===== src/rtl/ram72x4_pkg.sv =====
// Shared constants and RAM command encoding for the 72x4 RAM FIFO sequencer.
package ram72x4_pkg;

  localparam int DW       = 72;      // data width, equal to the RAM word
  localparam int AW       = 2;       // RAM address width
  localparam int DEPTH    = 2 ** AW; // RAM words used as main storage
  localparam int OB_DEPTH = 2;       // output buffer entries (fixed)
  localparam int LVL_W    = 3;       // width of the occupancy output (0..6)
  localparam int RC_W     = AW + 1;  // width of the RAM occupancy counter (0..4)
  localparam int OBC_W    = 2;       // width of the output buffer count (0..2)

  // What the sequencer asks of the RAM in a given cycle.
  typedef enum logic [1:0] {
    IDLE  = 2'd0,
    WRITE = 2'd1,
    READ  = 2'd2
  } ram_cmd_e;

  // Active-low enable: asserted for any access.
  function automatic logic cmd_en_n(input ram_cmd_e cmd);
    return (cmd == IDLE);
  endfunction

  // Active-low write strobe: asserted only for writes.
  function automatic logic cmd_wr_n(input ram_cmd_e cmd);
    return (cmd != WRITE);
  endfunction

endpackage


===== src/rtl/ram72x4_outbuf.sv =====
// Two-entry shift buffer holding the head of the queue. Entry 0 is always
// the head; a pop shifts entry 1 down, and a push lands in the first free
// slot after that shift, so pop and push may share a cycle even when full.
module ram72x4_outbuf
  import ram72x4_pkg::*;
(
  input  logic             clk,
  input  logic             rst,
  input  logic             i_push,
  input  logic [DW-1:0]    i_push_data,
  input  logic             i_pop,
  output logic [OBC_W-1:0] o_count,
  output logic [DW-1:0]    o_head
);

  logic [OBC_W-1:0] r_count;
  logic [OBC_W-1:0] w_idx;
  logic [DW-1:0]    w_ent [OB_DEPTH];

  // Slot that receives a push, measured after any simultaneous pop.
  assign w_idx = r_count - OBC_W'(i_pop);

  genvar gi;
  generate
    for (gi = 0; gi < OB_DEPTH; gi++) begin : g_ent
      logic [DW-1:0] r_ent;
      logic [DW-1:0] w_shift;

      if (gi < OB_DEPTH - 1) begin : g_mid
        assign w_shift = w_ent[gi+1];
      end else begin : g_last
        assign w_shift = r_ent;
      end

      // Entry update: a push into this slot wins, otherwise shift on pop.
      always_ff @(posedge clk) begin
        if (i_push && (w_idx == OBC_W'(gi))) begin
          r_ent <= i_push_data;
        end else if (i_pop) begin
          r_ent <= w_shift;
        end
      end

      assign w_ent[gi] = r_ent;
    end
  endgenerate

  // Occupancy count; data registers need no reset because the head is masked.
  always_ff @(posedge clk) begin
    if (rst) begin
      r_count <= '0;
    end else begin
      r_count <= r_count + OBC_W'(i_push) - OBC_W'(i_pop);
    end
  end

  assign o_count = r_count;
  assign o_head  = (r_count != '0) ? w_ent[0] : '0;

endmodule


===== src/rtl/ram72x4_fifo_ctrl.sv =====
// FIFO sequencer in front of the 72x4 single-port RAM. Four RAM words form
// the main store; a two-entry output buffer hides the RAM read latency.
// Reads take priority over writes on the single RAM port.
// Optional macro RAMCTL_BYPASS_EN: when the RAM path is empty, a push goes
// straight into the output buffer so the word appears on the next cycle.
module ram72x4_fifo_ctrl
  import ram72x4_pkg::*;
(
  input  logic             clk,
  input  logic             rst,
  input  logic             in_valid,
  output logic             in_ready,
  input  logic [DW-1:0]    in_data,
  output logic             out_valid,
  input  logic             out_ready,
  output logic [DW-1:0]    out_data,
  output logic [LVL_W-1:0] level,
  output logic             ram_en_n,
  output logic             ram_wr_n,
  output logic [AW-1:0]    ram_addr,
  output logic [DW-1:0]    ram_wdata,
  input  logic [DW-1:0]    ram_rdata
);

  logic [AW-1:0]    r_wr_ptr;
  logic [AW-1:0]    r_rd_ptr;
  logic [RC_W-1:0]  r_ram_count;
  logic             r_rd_pend;

  logic [OBC_W-1:0] w_ob_count;
  logic [DW-1:0]    w_ob_head;
  logic             w_pop;
  logic [2:0]       w_room;
  logic             w_rd_issue;
  logic             w_ram_ok;
  logic             w_push;
  logic             w_ram_push;
  logic             w_ob_push;
  logic [DW-1:0]    w_ob_data;
  ram_cmd_e         w_cmd;

  assign out_valid = !rst && (w_ob_count != '0);
  assign out_data  = w_ob_head;
  assign w_pop     = out_valid && out_ready;

  // Slots already spoken for in the output buffer once this cycle's pop leaves.
  assign w_room     = 3'(w_ob_count) + 3'(r_rd_pend) - 3'(w_pop);
  assign w_rd_issue = !rst && (r_ram_count != '0) && (w_room < 3'd2);
  assign w_ram_ok   = !w_rd_issue && (r_ram_count < RC_W'(DEPTH));

`ifdef RAMCTL_BYPASS_EN
  logic w_byp_ok;
  logic w_byp_push;

  // Nothing older is in the RAM path and the buffer has space after the pop.
  assign w_byp_ok   = (r_ram_count == '0) && !r_rd_pend &&
                      ((w_ob_count - OBC_W'(w_pop)) < OBC_W'(2));
  assign in_ready   = !rst && (w_ram_ok || w_byp_ok);
  assign w_push     = in_valid && in_ready;
  assign w_byp_push = w_push && w_byp_ok;
  assign w_ram_push = w_push && !w_byp_ok;
  // Capture and bypass are exclusive: bypass needs no read in flight.
  assign w_ob_push  = r_rd_pend || w_byp_push;
  assign w_ob_data  = r_rd_pend ? ram_rdata : in_data;
`else
  assign in_ready   = !rst && w_ram_ok;
  assign w_push     = in_valid && in_ready;
  assign w_ram_push = w_push;
  assign w_ob_push  = r_rd_pend;
  assign w_ob_data  = ram_rdata;
`endif

  ram72x4_outbuf u_outbuf (
    .clk         (clk),
    .rst         (rst),
    .i_push      (w_ob_push),
    .i_push_data (w_ob_data),
    .i_pop       (w_pop),
    .o_count     (w_ob_count),
    .o_head      (w_ob_head)
  );

  // Choose this cycle's RAM command; a read always wins the port.
  always_comb begin
    w_cmd = IDLE;
    if (w_rd_issue) begin
      w_cmd = READ;
    end else if (w_ram_push) begin
      w_cmd = WRITE;
    end
  end

  assign ram_en_n = cmd_en_n(w_cmd);
  assign ram_wr_n = cmd_wr_n(w_cmd);

  // Address and write data are driven only during an access, zero otherwise.
  always_comb begin
    ram_addr  = '0;
    ram_wdata = '0;
    case (w_cmd)
      READ:    ram_addr = r_rd_ptr;
      WRITE: begin
        ram_addr  = r_wr_ptr;
        ram_wdata = in_data;
      end
      default: ;
    endcase
  end

  // Pointers, RAM occupancy and the read-in-flight flag.
  always_ff @(posedge clk) begin
    if (rst) begin
      r_wr_ptr    <= '0;
      r_rd_ptr    <= '0;
      r_ram_count <= '0;
      r_rd_pend   <= 1'b0;
    end else begin
      r_rd_pend <= w_rd_issue;
      if (w_ram_push) begin
        r_wr_ptr    <= r_wr_ptr + AW'(1);
        r_ram_count <= r_ram_count + RC_W'(1);
      end else if (w_rd_issue) begin
        r_rd_ptr    <= r_rd_ptr + AW'(1);
        r_ram_count <= r_ram_count - RC_W'(1);
      end
    end
  end

  assign level = rst ? '0 :
                 (LVL_W'(r_ram_count) + LVL_W'(r_rd_pend) + LVL_W'(w_ob_count));

endmodule


===== config.mk =====
export PLATFORM = sky130hd
export DESIGN_NAME = ram72x4_fifo_ctrl
export DESIGN_NICKNAME = d
export VERILOG_FILES = /design/src/rtl/ram72x4_pkg.sv /design/src/rtl/ram72x4_outbuf.sv /design/src/rtl/ram72x4_fifo_ctrl.sv
export SDC_FILE = /design/constraint.sdc
export NUM_CORES = 1
export LEC_CHECK = 0
export CAP_MARGIN = 10
export CORE_ASPECT_RATIO = 2
export CORE_UTILIZATION = 39
export CTS_CLUSTER_DIAMETER = 100
export DETAILED_ROUTE_END_ITERATION = 8
export PLACE_DENSITY = 0.77
export SLEW_MARGIN = 20
export SYNTH_ARGS = -nofsm -noshare
export SYNTH_HDL_FRONTEND = slang
export SYNTH_HIERARCHICAL = 1
export SYNTH_SLANG_ARGS = --single-unit

===== constraint.sdc =====
create_clock -name clk -period 3.9 [get_ports clk]
set_input_delay 0.78 -clock clk [delete_from_list [all_inputs] [get_ports clk]]
set_output_delay 0.78 -clock clk [all_outputs]
set_load 0.01 [all_outputs]

==> results of run 1 <==
-- worst max-delay path: stages --
cell      delay [ns]
buf_6           0.10
a21oi_4         0.11
and2_4          0.18
ha_4            0.20
nand2b_4        0.14
fa_2            0.58
nand2b_4        0.08
o31a_4          0.37
buf_8           0.16
buf_16          0.14
and2_4          0.16
buf_6           0.12
-- synth_stat cells, types with 7 or more instances --
cell type,n
and2_1,74
buf_12,7
buf_6,9
clkbuf_1,7
dfxtp_1,10
edfxtp_1,144
inv_1,8
mux2_4,69
nor2_1,8
nor2b_1,74
-- area by class of cell --
cell class	instances	area [um2]	area share
clock buffer	17	425.4	0.03672
sequential	154	4527	0.3908
inverter	9	38.79	0.003348
tap	216	270.3	0.02333
clock inverter	15	162.7	0.01404
timing repair buffer	341	3436	0.2966
antenna	2	5.005	0.0004320
multi-input combinational	277	2720	0.2348
-- repair_timing --
| item | 4_1_cts | 5_1_grt |
|---|---|---|
| setup buffers | 10 | 3 |
| pin swaps | 8 | 27 |
| endpoints found under the setup margin | 78 | 75 |
| cloned | 5 | 1 |
| gates resized for setup | 363 | 72 |
| endpoints found under the hold margin | 0 | 0 |
-- cell usage in the layout (no fill, tap or decap), types with 3 or more instances in the layout --
| cell type | n |
|---|---|
| mux2_4 | 69 |
| buf_4 | 21 |
| inv_1 | 6 |
| and2_4 | 45 |
| nor2_1 | 7 |
| buf_6 | 48 |
| clkinvlp_4 | 6 |
| nor2b_1 | 74 |
| buf_2 | 33 |
| mux2i_1 | 4 |
| nand2_1 | 4 |
| and2_1 | 29 |
| clkdlybuf4s50_1 | 221 |
| edfxtp_1 | 144 |
| buf_16 | 5 |
| dfxtp_1 | 8 |
| clkbuf_16 | 18 |
| buf_12 | 7 |
| mux2_2 | 3 |
| inv_6 | 6 |
-- sequential cells by signal, summed over array words and instances (netlist names) --
| name | count |
|---|---|
| u_outbuf/g_ent.r_ent | 72 |
| u_outbuf/o_count | 2 |
| r_rd_pend | 1 |
| r_rd_ptr | 2 |
| r_wr_ptr | 2 |
| r_ram_count | 3 |
| u_outbuf/g_ent.w_shift | 72 |
-- power by group --
group          internal [mW]  leakage (nW)  switching [mW]
Combinational           1.96          2.73            1.69
Sequential              2.32          1.40           0.137
Clock                  0.952         0.270           0.702
Total                   5.23          4.40            2.53
-- routing by layer --
| metal | wire, um | vias up | track usage | share of wire |
|---|---|---|---|---|
| met3 | 1901 | 40 | 0.06662 | 0.084 |
| met5 | 0 | - | 0 | 0 |
| met1 | 8022 | 2449 | 0.2444 | 0.36 |
| met4 | 656 | 0 | 0.09619 | 0.029 |
| met2 | 11960 | 278 | 0.4178 | 0.53 |
| li1 | - | 2344 | - | - |
-- metrics by stage --
stage	utilization	worst slack, ns	power, mW
finish	0.6329	0.006964	7.759
global route	0.6326	-0.05548	8.103
CTS	0.6147	0.0009328	7.668
detailed placement	0.5793	-0.8512	5.786
global placement	0.5793	-0.7434	5.654
floorplan	-	0.01606	4.265
-- kinds of logic (layout without fill, tap and decap cells) --
| kind of cell | Yosys count | after routing | share of synthesized area |
|---|---|---|---|
| compound gates | 13 | 13 | 0.01485 |
| xor+xnor | 5 | 5 | 0.005976 |
| fa+ha+maj | 7 | 7 | 0.01605 |
| buf+inv | 36 | 382 | 0.04421 |
| flops | 154 | 154 | 0.6173 |
| mux | 76 | 76 | 0.1514 |
| other cells | 0 | 2 | 0 |
| simple gates | 176 | 176 | 0.1502 |
-- final timing paths --
check,from,to,slack (ns),depth (start not counted)
worst min-delay path,r_rd_ptr[1]$_SDFFE_PP0P_,r_rd_ptr[1]$_SDFFE_PP0P_,0.50,1
worst max-delay path,rst,ram_wdata[36],0.007,12
worst max register to register,u_outbuf/o_count[0]$_SDFF_PP0_,r_ram_count[2]$_SDFFE_PP0P_,0.37,14
worst min register to register,r_rd_ptr[1]$_SDFFE_PP0P_,r_rd_ptr[1]$_SDFFE_PP0P_,0.50,1
==> impl_metrics.csv, run 1 <==
group,metric,value,unit
logic_synthesis,synth_area_leader_cell,"edfxtp_1",
die,start_util,0.4004,
placement,port_buffers,300,
logic_synthesis,synth_edf_count,144,
sta,fin_crit_sh,0.9982,
sta,fin_skew,0.01526,ns
logic_synthesis,syn_inst,467,
setup_path,worst_setup_path_end_kind,"primary output",
setup_path,arrival,3.11,ns
global_routing,track_usage,0.2299,
cts,clk_path_buf_depth,2,
global_routing,grt_pass1_vias,5395,
cells_and_area,fillers,1378,
logic_synthesis,synth_top_area_frac,0.5900,
sta,timing.fmax,256.9,MHz
logic_synthesis,synth-seq-cells,154,
sta,finalSetupTns,0,ns
sta,worst_pin_slew,0.7911,ns
die,die_w,98.94,um
die,die_y,195.9,um
sta,period_needed,3.893,ns
cts,path_clk_slew,0.06,ns
global_routing,antenna_found_initial,1,
logic_synthesis,yosysWarnings,6,
logic_synthesis,synthesis.nets,622,
cts,clk_latency,0.43,ns
cts,htree_levels,4,
global_routing,grt_max_degree,73,
placement,gp_congestion,0.7936,
placement,dp_hpwl,16160,um
drt,antenna_left,0,
drt,vias,5111,
setup_path,crit_path_start_kind,"primary input",
run_status,status,"completed",
sta,slew_violations,0,
die,io_pins,301,
sta,whs,0.4972,ns
sta,grt_setup_unrepaired,"yes",
min_path,hold_path_class,"reg2reg",
logic_synthesis,yosysSeqAreaShare,0.6173,
cells_and_area,drive_above_1_share,0.3555,
logic_synthesis,synth_cell_types,41,
die,dieArea,19380,um2
die,fp.coreArea,18310,um2
pwr,vdd_drop_max,0.4725,mV
cts,cts_made_buffers,17,
pwr,powerDensity,669.7,nW/um2
setup_path,critical_path_required,3.12,ns
logic_synthesis,synth_area,7330,um2
sta,finalSetupViolCount,0,
placement,dpl_cell_area,10600,um2
setup_path,critPathKind,"in2out",
flow_run,cap_violations,0,
drt,drt-total-wl,22540,um
placement,placedCellCount,979,
sta,hold_violations,0,
drt,wl_per_cell,21.86,um
drt,dr.pass1.iters,4,
pwr,p_leak,4.398,nW
cts,cts_hold_buf,0,
setup_path,path_max_fanout,6,
cts,cts-root-buf,"clkbuf_16",
global_routing,overflow,0,
global_routing,grt_pass1_wl,32080,um
drt,viasPerCell,4.957,
drt,drc,0,
logic_synthesis,ys.flop_type,"edfxtp_1",
logic_synthesis,async_flop_share,0,
drt,drtIter0Drc,185,
logic_synthesis,synthTopCellsByArea,"edfxtp_1, mux2_4, and2_1",
die,num_rows,70,
cts,cts_tree,"built",
sta,max_slew_margin,0.4685,
cells_and_area,syn2layout_area_growth,58.06,%
cells_and_area,nets,955,
logic_synthesis,syn-mean-instance-area,15.69,um2
cells_and_area,layout.cells.non_filler,1031,
cts,cts.sinks,154,
cells_and_area,stdcell_area,11580,um2
Note: power is estimated with default switching activity, not from simulation.
==> inputs of run 2 (changes only) <==
- CAP_MARGIN: 10 -> not set
- CORE_UTILIZATION: 39 -> 45
- PLACE_DENSITY: 0.77 -> 0.83
- RECOVER_POWER: not set -> 50
- clock period: 3.9 -> 4.75 ns (I/O delays scaled with it)
==> run 2 against run 1 <==
  * The flow now finishes with violations (capacitance limit, slew limit)
  * Clock-buffer cell count is 3 higher
  * Final area is 5.7% lower
  * Final cell count is 3.2% lower
  * Largest power group unchanged
  * Highest routed layer is now met5
==> impl_metrics.csv, run 2 (synthesis gave the netlist of run 1 again) <==
group,metric,value,unit
setup_path,critPathKind,"in2out",
sta,whs,0.4939,ns
pwr,powerDensity,542.0,nW/um2
cells_and_area,drive_above_1_share,0.08965,
drt,drt-total-wl,22710,um
sta,fin_ws,0.1471,ns
drt,vias,5218,
setup_path,worst_setup_path_end_kind,"primary output",
sta,max_slew_margin,-0.3636,
global_routing,grt_pass1_wl,32690,um
run_status,violations,"capacitance limit, slew limit",
die,start_util,0.4622,
placement,dp_slack,-0.1926,ns
global_routing,grt_max_degree,73,
die,num_rows,65,
sta,hold_violations,0,
die,io_pins,301,
cells_and_area,finish.utilization,0.6887,
cells_and_area,layout_common_cells,"edfxtp_1, clkdlybuf4s50_1, dlygate4sd3_1",
global_routing,antenna_found_initial,9,
drt,antenna_left,0,
sta,grt_setup_unrepaired,"no",
global_routing,grt_pass1_vias,5455,
cells_and_area,nets,936,
placement,port_buffers,300,
min_path,hold_path_class,"reg2reg",
sta,finalSetupViolCount,0,
setup_path,cpMaxStageDelayCell,"fa_2",
setup_path,critical_path_required,3.80,ns
pwr,p_leak,4.603,nW
cts,cts.sinks,154,
setup_path,worst_r2r_path_depth,9,
die,dieArea,16830,um2
cells_and_area,stdcell_area,10920,um2
die,die_y,182.5,um
cells_and_area,fillers,1133,
sta,slew_violations,215,
cells_and_area,layout.cells.non_filler,998,
cts,htree_levels,4,
setup_path,crit_path_start_kind,"primary input",
global_routing,overflow,0,
pwr,total_power,5.920,mW
die,fp.coreArea,15860,um2
cells_and_area,syn2layout_area_growth,49.01,%
min_path,min_path_cells,1,
setup_path,cpLargestDelayFamily,"buffers and inverters",
sta,fin_skew,0.006409,ns
cells_and_area,final_common_cell,"edfxtp_1",
setup_path,crit_chain,"clkdlybuf4s50_1 -> and2_4 -> ha_1 -> nand2b_1 -> fa_2 -> nand2b_1 -> buf_4 -> nor3_1 -> buf_4 -> nor2_1 -> dlymetal6s2s_1",
sta,period_needed,4.603,ns
cts,cts_tree,"built",
drt,viasPerCell,5.228,
cts,clk_latency,0.42,ns
sta,fin_crit_sh,0.9690,
cts,clk_path_buf_depth,2,
setup_path,path_max_fanout,4,
placement,gp_congestion,0.8516,
setup_path,cp_num_cells,11,
drt,drc,0,
flow_run,cap_violations,4,
drt,wl_per_cell,22.75,um
die,die_w,92.25,um
drt,dr.pass1.iters,5,
pwr,vdd_drop_max,0.3258,mV
sta,worst_pin_slew,2.045,ns
cts,cts_made_buffers,17,
run_status,status,"finished, violations left",
placement,placedCellCount,960,
global_routing,track_usage,0.2741,
setup_path,max_stage_delay,0.56,ns
drt,drtIter0Drc,263,
placement,dp_hpwl,16680,um
cts,cts-root-buf,"clkbuf_16",
cts,cts_hold_buf,0,
sta,finalSetupTns,0,ns
setup_path,arrival,3.65,ns
cts,path_clk_slew,0.06,ns
sta,timing.fmax,217.3,MHz
setup_path,crit_buf_inv,4,
placement,dpl_cell_area,10490,um2
## run 2: cell types whose count changed in the layout (fill, tap and decap cells not counted), sizes merged
cell           change
dlymetal6s2s      +32
clkdlybuf4s15      -1
clkinvlp           -5
buf               -96
diode              +3
bufinv             +3
dlygate4sd3       +97
inv                -6
clkbuf             +4
clkinv             +3
dlygate4sd2       +43
clkdlybuf4s50     -95
## run 2: final cells by class
cell class / count / area, um2 / area share
antenna: 5 / 12.51 / 0.001146
inverter: 9 / 33.78 / 0.003093
sequential: 154 / 4526 / 0.4144
multi-input combinational: 277 / 2272 / 0.2080
tap: 201 / 251.5 / 0.02303
clock buffer: 20 / 436.7 / 0.03998
clock inverter: 10 / 175.2 / 0.01604
timing repair buffer: 322 / 3214 / 0.2943
## run 2: power by group
group | internal [mW] | total, mW | switching, mW | leakage (nW)
Sequential | 1.92 | 2.04 | 0.121 | 1.40
Clock | 0.920 | 1.44 | 0.517 | 0.295
Combinational | 1.21 | 2.44 | 1.23 | 2.91
Total | 4.05 | 5.92 | 1.87 | 4.60
## run 2: path summary, 6_finish.rpt
check	endpoint	slack (ns)	from
min reg2reg	r_wr_ptr[1]$_SDFFE_PP0P_	0.49	r_wr_ptr[1]$_SDFFE_PP0P_
max reg2reg	u_outbuf/g_ent[0].r_ent[71]$_DFFE_PP_	0.88	u_outbuf/o_count[1]$_SDFF_PP0_
max	ram_en_n	0.15	out_ready
min	r_wr_ptr[1]$_SDFFE_PP0P_	0.49	r_wr_ptr[1]$_SDFFE_PP0P_
## run 2: repair_timing
| item | 4_1_cts | 5_1_grt |
|---|---|---|
| endpoints found under the setup margin | 77 | 52 |
| buffers inserted | 1 | 2 |
| cloned | 0 | 0 |
| pin swaps | 2 | 3 |
| gates resized for setup | 51 | 34 |
## run 2: per-layer routing
| layer | vias to the layer above | wire length (um) | part of all wire | GRT usage |
|---|---|---|---|---|
| li1 | 2290 | - | - | - |
| met5 | - | 46 | 0.0020 | 0 |
| met4 | 6 | 997 | 0.044 | 0.1375 |
| met3 | 58 | 2107 | 0.093 | 0.09542 |
| met2 | 333 | 11250 | 0.50 | 0.4618 |
| met1 | 2531 | 8303 | 0.37 | 0.3040 |
==> inputs of run 3 (changes only) <==
- CORE_ASPECT_RATIO: 2 -> 1.4
==> run 3 against run 2 <==
  * The flow still finishes with violations (capacitance limit, slew limit)
  * Sequential share of layout area fell by 1.2 points
  * Register-to-register slack better by 0.04 ns
  * Routed wire length up 4.3%
  * Via count barely moved
  * Die area fell by 0.14%
  * Maximum frequency down 2.1%
  * Clock power decreased by 13%
  * Global-route usage grew 0.10 points
  * Critical path type unchanged
  * Critical endpoint is now ram_wdata[41]
  * Highest routed layer unchanged
==> impl_metrics.csv, run 3 (synthesis gave the netlist of run 1 again) <==
group,metric,value,unit
global_routing,grt_pass1_vias,5256,
placement,placedCellCount,953,
cts,cts-root-buf,"clkbuf_16",
pwr,vdd_drop_max,0.3020,mV
pwr,p_leak,5.033,nW
cts,cts_hold_buf,0,
drt,drt-total-wl,23690,um
sta,fin_ws,0.04657,ns
drt,drtIter0Drc,389,
pwr,internal_power,3.960,mW
die,num_rows,54,
pwr,comb_power_share,0.449,
placement,port_buffers,300,
cts,htree_levels,4,
cts,cts.sinks,154,
cells_and_area,syn2layout_area_growth,53.31,%
placement,dp_slack,-0.2608,ns
sta,timing.fmax,212.6,MHz
drt,vias,5219,
sta,fin_crit_sh,0.9902,
global_routing,grt_max_degree,73,
global_routing,overflow,0,
cells_and_area,nets,935,
die,die_w,109.9,um
sta,hold_violations,0,
sta,slew_violations,71,
cells_and_area,layout_common_cells,"clkdlybuf4s50_1, edfxtp_1, nor2b_1",
cells_and_area,finish.utilization,0.7138,
placement,gp_congestion,0.8761,
pwr,switchingPower,1.989,mW
placement,dp_hpwl,17180,um
global_routing,track_usage,0.2751,
drt,viasPerCell,5.245,
drt,dr.pass1.iters,4,
pwr,p_seq_frac,0.341,
cts,clk_latency,0.41,ns
setup_path,path_max_fanout,14,
drt,antenna_left,0,
flow_run,cap_violations,2,
pwr,powerDensity,529.4,nW/um2
run_status,status,"finished, violations left",
min_path,hold_path_class,"reg2reg",
drt,drc,0,
die,start_util,0.4656,
pwr,pwr-share-clk,0.210,
cells_and_area,drive_above_1_share,0.1740,
cells_and_area,final_common_cell,"clkdlybuf4s50_1",
cts,path_clk_slew,0.06,ns
die,io_pins,301,
sta,finalSetupViolCount,0,
die,fp.coreArea,15740,um2
sta,worst_pin_slew,1.880,ns
cts,cts_tree,"built",
setup_path,worst_setup_path_end_kind,"primary output",
drt,wl_per_cell,23.81,um
sta,period_needed,4.703,ns
die,dieArea,16810,um2
sta,fin_skew,0.01021,ns
setup_path,crit_path_start_kind,"primary input",
setup_path,arrival,3.75,ns
sta,max_slew_margin,-0.2534,
global_routing,antenna_found_initial,13,
global_routing,grt_pass1_wl,32430,um
run_status,violations,"capacitance limit, slew limit",
cells_and_area,layout.cells.non_filler,995,
setup_path,critPathKind,"in2out",
setup_path,critical_path_required,3.80,ns
pwr,total_power,5.949,mW
cts,clk_path_buf_depth,2,
cts,cts_made_buffers,17,
pwr,switching_share,0.3343,
die,die_y,153.0,um
sta,whs,0.4968,ns
-- run 3: cell count changes in the layout (fill, tap and decap cells not counted), moves of 5 or more --
| cell | change |
|---|---|
| buf_4 | -5 |
| bufinv_16 | -5 |
| clkdlybuf4s50_1 | +25 |
| dlygate4sd2_1 | -33 |
| dlygate4sd3_1 | -25 |
| dlymetal6s2s_1 | +28 |
| inv_6 | +5 |
| mux2_1 | -58 |
| mux2_4 | +58 |
-- run 3: stage by stage --
step           area [um2]  TNS [ns]
4_1_cts             11000    -8.178
6_report            11240         0
2_1_floorplan        7330         0
5_1_grt             11230  -0.04115
3_3_place_gp        10470    -11.34
3_5_place_dp        10470    -12.68
-- run 3: area by class of cell --
class                      count  area (um2)
clock inverter                15       116.4
clock buffer                  17       425.4
multi-input combinational    277        2527
fill                        1071        4506
timing repair buffer         321        3348
sequential                   154        4526
tap                          196       245.2
antenna                        6       15.01
inverter                       9       33.78
-- run 3: worst max-delay path, cell delays in order --
cell and delay, ns:
clkdlybuf4s50_1 0.45, and2_1 0.15, ha_1 0.24, nand2b_1 0.17, fa_2 0.40, xor2_2 0.20
o31a_4 0.38, clkbuf_16 0.19, and2_1 0.16, clkdlybuf4s50_1 0.47
-- run 3: layer usage --
layer / part of all wire / GRT usage / vias up
met4: 0.016 / 0.07365 / 4
met3: 0.11 / 0.07804 / 23
li1: - / - / 2310
met1: 0.42 / 0.4014 / 2543
met5: 0.00097 / 0 / -
met2: 0.45 / 0.4012 / 339
-- run 3: repair_timing --
action,CTS,global route
gates resized for setup,22,74
buffers inserted,0,2
gates cloned,0,2
endpoints found under the hold margin,0,0
pin swaps,1,2
endpoints found under the setup margin,77,75
-- run 3: power by group through the flow --
stage	clock, mW	sequential, mW	combinational [mW]
final	1.25	2.03	2.67
after global routing	1.32	2.06	2.84
after CTS	1.26	2.02	2.65
after detailed placement	0	2.05	2.65
after global placement	0	2.03	2.58
after floorplan	0	2.01	1.47
-- run 3: path summary, 6_finish.rpt --
kind	slack, ns	cells after the start	to	startpoint
worst max register to register	0.92	15	r_ram_count[2]$_SDFFE_PP0P_	u_outbuf/o_count[1]$_SDFF_PP0_
worst min register to register	0.50	2	r_rd_ptr[0]$_SDFFE_PP0P_	r_rd_ptr[0]$_SDFFE_PP0P_
worst min-delay path	0.50	2	r_rd_ptr[0]$_SDFFE_PP0P_	r_rd_ptr[0]$_SDFFE_PP0P_
worst max-delay path	0.05	10	ram_wdata[41]	out_ready
